### src/rtl/rv32_fetch_unit.sv
// rv32 instruction fetch front-end: fetch PC, credit-limited memory requests, in-order refill queue.
// Optional misaligned-redirect trap enabled by defining RV32_FETCH_MISALIGN_TRAP_EN.
module rv32_fetch_unit #(
  parameter logic [31:0] RESET_PC   = 32'h0000_0000,
  parameter int unsigned FIFO_DEPTH = 2
) (
  input  logic        rv32_clk,
  input  logic        rv32_rst_n,
  output logic [31:0] rv32_i_addr,
  output logic        rv32_i_req,
  input  logic        rv32_i_gnt,
  input  logic        rv32_i_rvalid,
  input  logic [31:0] rv32_i_data,
  input  logic        redirect_valid,
  input  logic [31:0] redirect_pc,
  output logic        instr_valid,
  output logic [31:0] instr,
  output logic [31:0] instr_pc,
  input  logic        instr_ready,
  output logic        fetch_trap
);

  localparam int unsigned AW  = (FIFO_DEPTH > 1) ? $clog2(FIFO_DEPTH) : 1;
  localparam int unsigned CW  = AW + 1;
  localparam logic [31:0] NOP = 32'h0000_0013;

  typedef enum logic {RUN, HALT} state_e;
  state_e state_q, state_d;

  logic [31:0]   pc_q, pc_d;
  logic [AW-1:0] head_q, alloc_q, fill_q;
  logic [CW-1:0] cnt_q, cnt_d, pend_q, pend_d, disc_q, disc_d;
  logic [CW:0]   credit_used;
  logic          filled_q   [FIFO_DEPTH];
  logic [31:0]   ent_pc_q   [FIFO_DEPTH];
  logic [31:0]   ent_data_q [FIFO_DEPTH];

  logic        issue, fill_we, drop, pop, redirect_misaligned;
  logic [31:0] redirect_target;

`ifdef RV32_FETCH_MISALIGN_TRAP_EN
  assign redirect_target     = redirect_pc;
  assign redirect_misaligned = (redirect_pc[1:0] != 2'b00);
  assign fetch_trap          = (state_q == HALT);
`else
  assign redirect_target     = redirect_pc & 32'hFFFF_FFFC;
  assign redirect_misaligned = 1'b0;
  assign fetch_trap          = 1'b0;
`endif

  assign instr_valid = filled_q[head_q];
  assign instr       = ent_data_q[head_q];
  assign instr_pc    = ent_pc_q[head_q];
  assign rv32_i_addr = pc_q;

  assign pop = instr_valid & instr_ready & ~redirect_valid;

  // A slot being popped this cycle is handed back immediately, otherwise a
  // 1-cycle memory could not sustain one instruction per cycle.
  assign credit_used = {1'b0, cnt_q} + {1'b0, disc_q} - (CW+1)'(pop);
  assign rv32_i_req  = rv32_rst_n & (state_q == RUN) & ~redirect_valid
                     & (credit_used < (CW+1)'(FIFO_DEPTH));

  assign issue   = rv32_i_req & rv32_i_gnt;
  assign drop    = rv32_i_rvalid & (disc_q != '0);
  assign fill_we = rv32_i_rvalid & (disc_q == '0) & (pend_q != '0);

  always_comb begin
    state_d = state_q;
    pc_d    = pc_q;
    cnt_d   = cnt_q + CW'(issue) - CW'(pop);
    pend_d  = pend_q + CW'(issue) - CW'(fill_we);
    disc_d  = disc_q - CW'(drop);
    if (redirect_valid) begin
      state_d = redirect_misaligned ? HALT : RUN;
      pc_d    = redirect_target;
      cnt_d   = '0;
      pend_d  = '0;
      // Every outstanding allocation becomes a discard, except one whose word lands now.
      disc_d  = disc_q + pend_q - CW'(drop | fill_we);
    end else if (issue) begin
      pc_d = pc_q + 32'd4;
    end
  end

  always_ff @(posedge rv32_clk) begin
    if (!rv32_rst_n) begin
      state_q <= RUN;
      pc_q    <= RESET_PC;
      cnt_q   <= '0;
      pend_q  <= '0;
      disc_q  <= '0;
      head_q  <= '0;
      alloc_q <= '0;
      fill_q  <= '0;
    end else begin
      state_q <= state_d;
      pc_q    <= pc_d;
      cnt_q   <= cnt_d;
      pend_q  <= pend_d;
      disc_q  <= disc_d;
      if (redirect_valid) begin
        head_q  <= '0;
        alloc_q <= '0;
        fill_q  <= '0;
      end else begin
        if (issue)   alloc_q <= alloc_q + 1'b1;
        if (fill_we) fill_q  <= fill_q + 1'b1;
        if (pop)     head_q  <= head_q + 1'b1;
      end
    end
  end

  for (genvar gi = 0; gi < FIFO_DEPTH; gi++) begin : g_entry
    always_ff @(posedge rv32_clk) begin
      if (!rv32_rst_n) begin
        filled_q[gi]   <= 1'b0;
        ent_pc_q[gi]   <= RESET_PC;
        ent_data_q[gi] <= NOP;
      end else begin
        if (redirect_valid)
          filled_q[gi] <= 1'b0;
        else if (fill_we && fill_q == AW'(gi))
          filled_q[gi] <= 1'b1;
        else if (pop && head_q == AW'(gi))
          filled_q[gi] <= 1'b0;
        if (issue && alloc_q == AW'(gi))
          ent_pc_q[gi] <= pc_q;
        if (fill_we && fill_q == AW'(gi))
          ent_data_q[gi] <= rv32_i_data;
      end
    end
  end

endmodule
### config.mk
export PLATFORM = sky130hd
export DESIGN_NAME = rv32_fetch_unit
export DESIGN_NICKNAME = d
export VERILOG_FILES = /design/src/rtl/rv32_fetch_unit.sv
export SDC_FILE = /design/constraint.sdc
export NUM_CORES = 1
export LEC_CHECK = 0
export ABC_AREA = 1
export BUFFER_PORTS_ARGS = -buffer_cell sky130_fd_sc_hd__buf_2
export CORE_AREA = 2 2 146 148
export CTS_BUF_LIST = sky130_fd_sc_hd__clkbuf_16
export DETAILED_ROUTE_END_ITERATION = 6
export DIE_AREA = 0 0 148 150
export SETUP_SLACK_MARGIN = 0.4
export SYNTH_ARGS = -nofsm -noshare
export SYNTH_HDL_FRONTEND = slang
export SYNTH_SLANG_ARGS = --single-unit
### constraint.sdc
create_clock -name rv32_clk -period 5.4 [get_ports rv32_clk]
set_clock_uncertainty 0.1 [all_clocks]
set_input_delay 0.27 -clock rv32_clk [delete_from_list [all_inputs] [get_ports rv32_clk]]
set_output_delay 0.27 -clock rv32_clk [all_outputs]
set_load 0.01 [all_outputs]
==> impl_metrics.csv <==
group,metric,value,unit
critical_path,path_cells,"buf_4, nand2_1, o21ai_1, nand2_1, nor2_1, inv_1, nor2_1, o21ai_0, fa_1, inv_1, nand2_1, nand2_1, nand4_4, buf_4, nor2_1, inv_2, nand2_1, buf_4",
yosys,post_synth_inst_count,887,
sta,tightestPinTransition,0.929,ns
cells_and_area,post-route-util,0.474,
die,pin_count,169,
sta,timing.final.crit_share,0.726,
yosys,average_cell_area_after_synthesis,9.20,sq um
critical_path,critical-path-slowest-cell,"fa_1",
critical_path,crit_path_max_fanout,33,
critical_path,crit_type,"flop to flop",
cells_and_area,n_antenna_cell,0,
clock_network,clock-root-buffer,"clkbuf_16",
die,die_w,148,um
sta,max_clock_freq,255,MHz
drt,route.antenna.remaining_nets,0,
die,core,20700,sq um
power_and_ir_drop,power.density_cell_area,300,nW/um^2
grt,first_global_vias,5748,
die,dieArea,22200,sq um
critical_path,critical_path_depth,18,
drt,first_iter_violations,360,
clock_network,cts_made_buffers,17,
critical_path,slowest_delay,0.39,ns
drt,drt_pass1_iterations,5,
cells_and_area,areaGrowthSynthToFinish,20.2,%
clock_network,insertion_delay,0.42,ns
critical_path,worst_ep_required_time,5.38,ns
sta,post-route-worst-setup-slack,1.48,ns
sta,slew-limit-headroom,0.380,
job,maxCapViolCount,0,
critical_path,timing.critical_path.arrival,3.90,ns
yosys,post_synthesis_cell_area,8160,sq um
cells_and_area,final_layout_size_suffix_gt1_frac,0.264,
critical_path,timing.critical_path.from_type,"flop",
drt,route.vias.total,6200,
sta,grt_setup_unrepaired,"false",
placed_design,numPortBuffers,161,
worst_hold_path,timing.hold.worst_path_depth,3,
clock_network,cts_tree,"built",
critical_path,r2r.worst_path.cells,18,
outcome,run_status,"finished clean",
grt,grt_start_max_net_pins,39,
yosys,synthesis.yosys.warnings,0,
yosys,synthDistinctLibCells,30,
cells_and_area,final_net_count,1123,
yosys,yosysSeqAreaShare,0.560,
worst_hold_path,hold_path_class,"input pin to flop",
grt,globalRouteMet3Util,0.0345,
yosys,synth_seq_cells,166,
sta,final-max-slew-violation-count,0,
sta,min_period,3.92,ns
grt,grt_usage,0.177,
drt,post_drt_via_cell_ratio,4.65,
die,floorplan.rows,53,
sta,finalSetupViolations,0,
grt,groute.layer.met2.usage,0.277,
drt,drc,0,
clock_network,cts.sink_count,166,
clock_network,h-tree-depth,4,
drt,drt-total-wl,19400,um
grt,grt.busiest_layer,"met2",
grt,overflow,0,
placed_design,globalplace.congestion,0.854,
clock_network,clkTransAtPathRegs,0.06,ns
sta,hold_violations,0,
sta,setup_tns,0,ns
critical_path,critPathTopFamily,"buffers and inverters",
placed_design,dpl_worst_slack,1.43,ns
clock_network,cts_setup_buffers,0,
placed_design,post-dp-hpwl,13400,um
clock_network,post_cts_resized,0,
power_and_ir_drop,power.static_leakage,0.00428,uW
drt,routedWlPerCell,14.6,um
die,start_util,0.395,
critical_path,cp_common_cell,"nand2_1",
critical_path,worst_setup_path_end_kind,"flop",
die,die_height,150,um
clock_network,clock_path_buffers,2,
grt,grt_first_pass_wirelength,30200,um
critical_path,crit_buf_inv,6,
grt,initial_antenna_violation_count,0,
cells_and_area,final.fill_count,2043,
power_and_ir_drop,max-vdd-ir-drop,222,uV
grt,grtUsageMet1,0.247,
[Yosys cell counts]
master,count,area (sq um)
nor2_4,3,33.8
nor2_1,174,653
o21ai_0,16,80.1
a21oi_1,33,165
xor2_1,5,43.8
nand2_2,2,12.5
buf_4,6,45.0
xnor2_1,5,43.8
and2_1,3,18.8
mux2_2,62,698
clkinv_2,1,5.00
o21ai_1,1,5.00
buf_2,22,110
buf_6,1,11.3
buf_1,1,3.75
edfxtp_1,125,3750
dfxtp_1,41,821
nor2_2,3,18.8
conb_1,1,3.75
clkbuf_1,9,33.8
nand4_4,1,21.3
nand3_1,69,345
or2_2,1,6.26
inv_2,2,7.51
o211ai_1,2,15.0
ha_1,8,100
nand3b_1,1,7.51
nand2_1,170,638
inv_1,118,443
fa_1,1,20.0
[through the flow]
| stage | hold WS (ns) | instance area [sq um] | std cells | power [uW] |
|---|---|---|---|---|
| finish | 0.0172 | 9810 | 1332 | 2950 |
| global route | 0.0210 | 9810 | 1332 | 3060 |
| CTS | 0.00172 | 9810 | 1332 | 2970 |
| detailed placement | 0.362 | 9210 | 1299 | 1770 |
| global placement | 0.353 | 9210 | 1299 | 1760 |
| floorplan | 0.308 | 8180 | 891 | 1650 |
[final timing paths]
check                               startpoint               end  slack (ns)
worst min-delay path            rv32_i_data[0]  ent_data_q[0][0]        0.02
worst max-delay path                      flop   ent_pc_q[1][26]        1.48
worst max register to register            flop   ent_pc_q[1][26]        1.48
worst min register to register     filled_q[1]       filled_q[1]        0.37
[power by group]
part / internal (uW) / leakage (uW) / switching, uW / total, uW
Sequential: 1420 / 0.00161 / 34.1 / 1460
Combinational: 106 / 0.00239 / 172 / 278
Clock: 691 / 0.000285 / 522 / 1210
Total: 2220 / 0.00428 / 728 / 2950
[area by class of cell]
type,count,area [sq um],area share
clock buffers,17,425,0.0434
clock inverters,15,165,0.0168
inverters,121,455,0.0464
multi-input cells,565,2950,0.300
flip-flops and latches,166,4580,0.466
well taps,275,344,0.0351
repair buffers,173,898,0.0916
[routing by layer]
layer  vias up  part of all wire
li1       3162                 -
met1      2831              0.47
met2       181              0.46
met3        26             0.049
met4         0             0.018
met5         -                 0
[repair_timing]
action	in CTS	in global routing
hold buffers	1	0
endpoints found under the setup margin	0	0
endpoints found under the hold margin	1	0
[cells in the final DEF (no fill, tap or decap), types with 5 or more instances in the layout]
master	n
clkbuf_16	17
ha_1	8
nand3_1	69
nand2_1	170
o21ai_0	16
edfxtp_1	125
inv_6	5
xnor2_1	5
dfxtp_1	40
xor2_1	5
conb_1	5
mux2_2	62
nor2_1	174
a21oi_1	33
inv_1	118
buf_4	11
buf_2	161
[registers in the layout, summed over array words and instances (netlist names), 2 cells and up, named ones only]
signal,flops
cnt_q,2
disc_q,2
ent_data_q,64
ent_pc_q,60
filled_q,2
pend_q,2
rv32_i_addr,30
[kinds of logic (layout without fill, tap and decap cells)]
group,Yosys count,after routing,share of synthesized area
other,1,5,0.000459
adder cells (fa/ha/maj),9,9,0.0147
AO/OA/AOI/OAI,52,52,0.0325
XOR/XNOR,10,10,0.0107
flip-flops,166,166,0.560
buffers and inverters,160,326,0.0808
multiplexers,62,62,0.0855
AND/OR/NAND/NOR,427,427,0.215
[worst register-to-register path: stages (launching register included)]
cell	delay, ns
dfxtp_2	0.31
buf_4	0.33
nand2_1	0.09
o21ai_1	0.10
nand2_1	0.06
nor2_1	0.26
inv_1	0.13
nor2_1	0.19
o21ai_0	0.13
fa_1	0.39
inv_1	0.06
nand2_1	0.04
nand2_1	0.11
nand4_4	0.09
buf_4	0.26
nor2_1	0.16
inv_2	0.24
nand2_1	0.13
buf_4	0.37
Power figures use the tool's default switching activity.
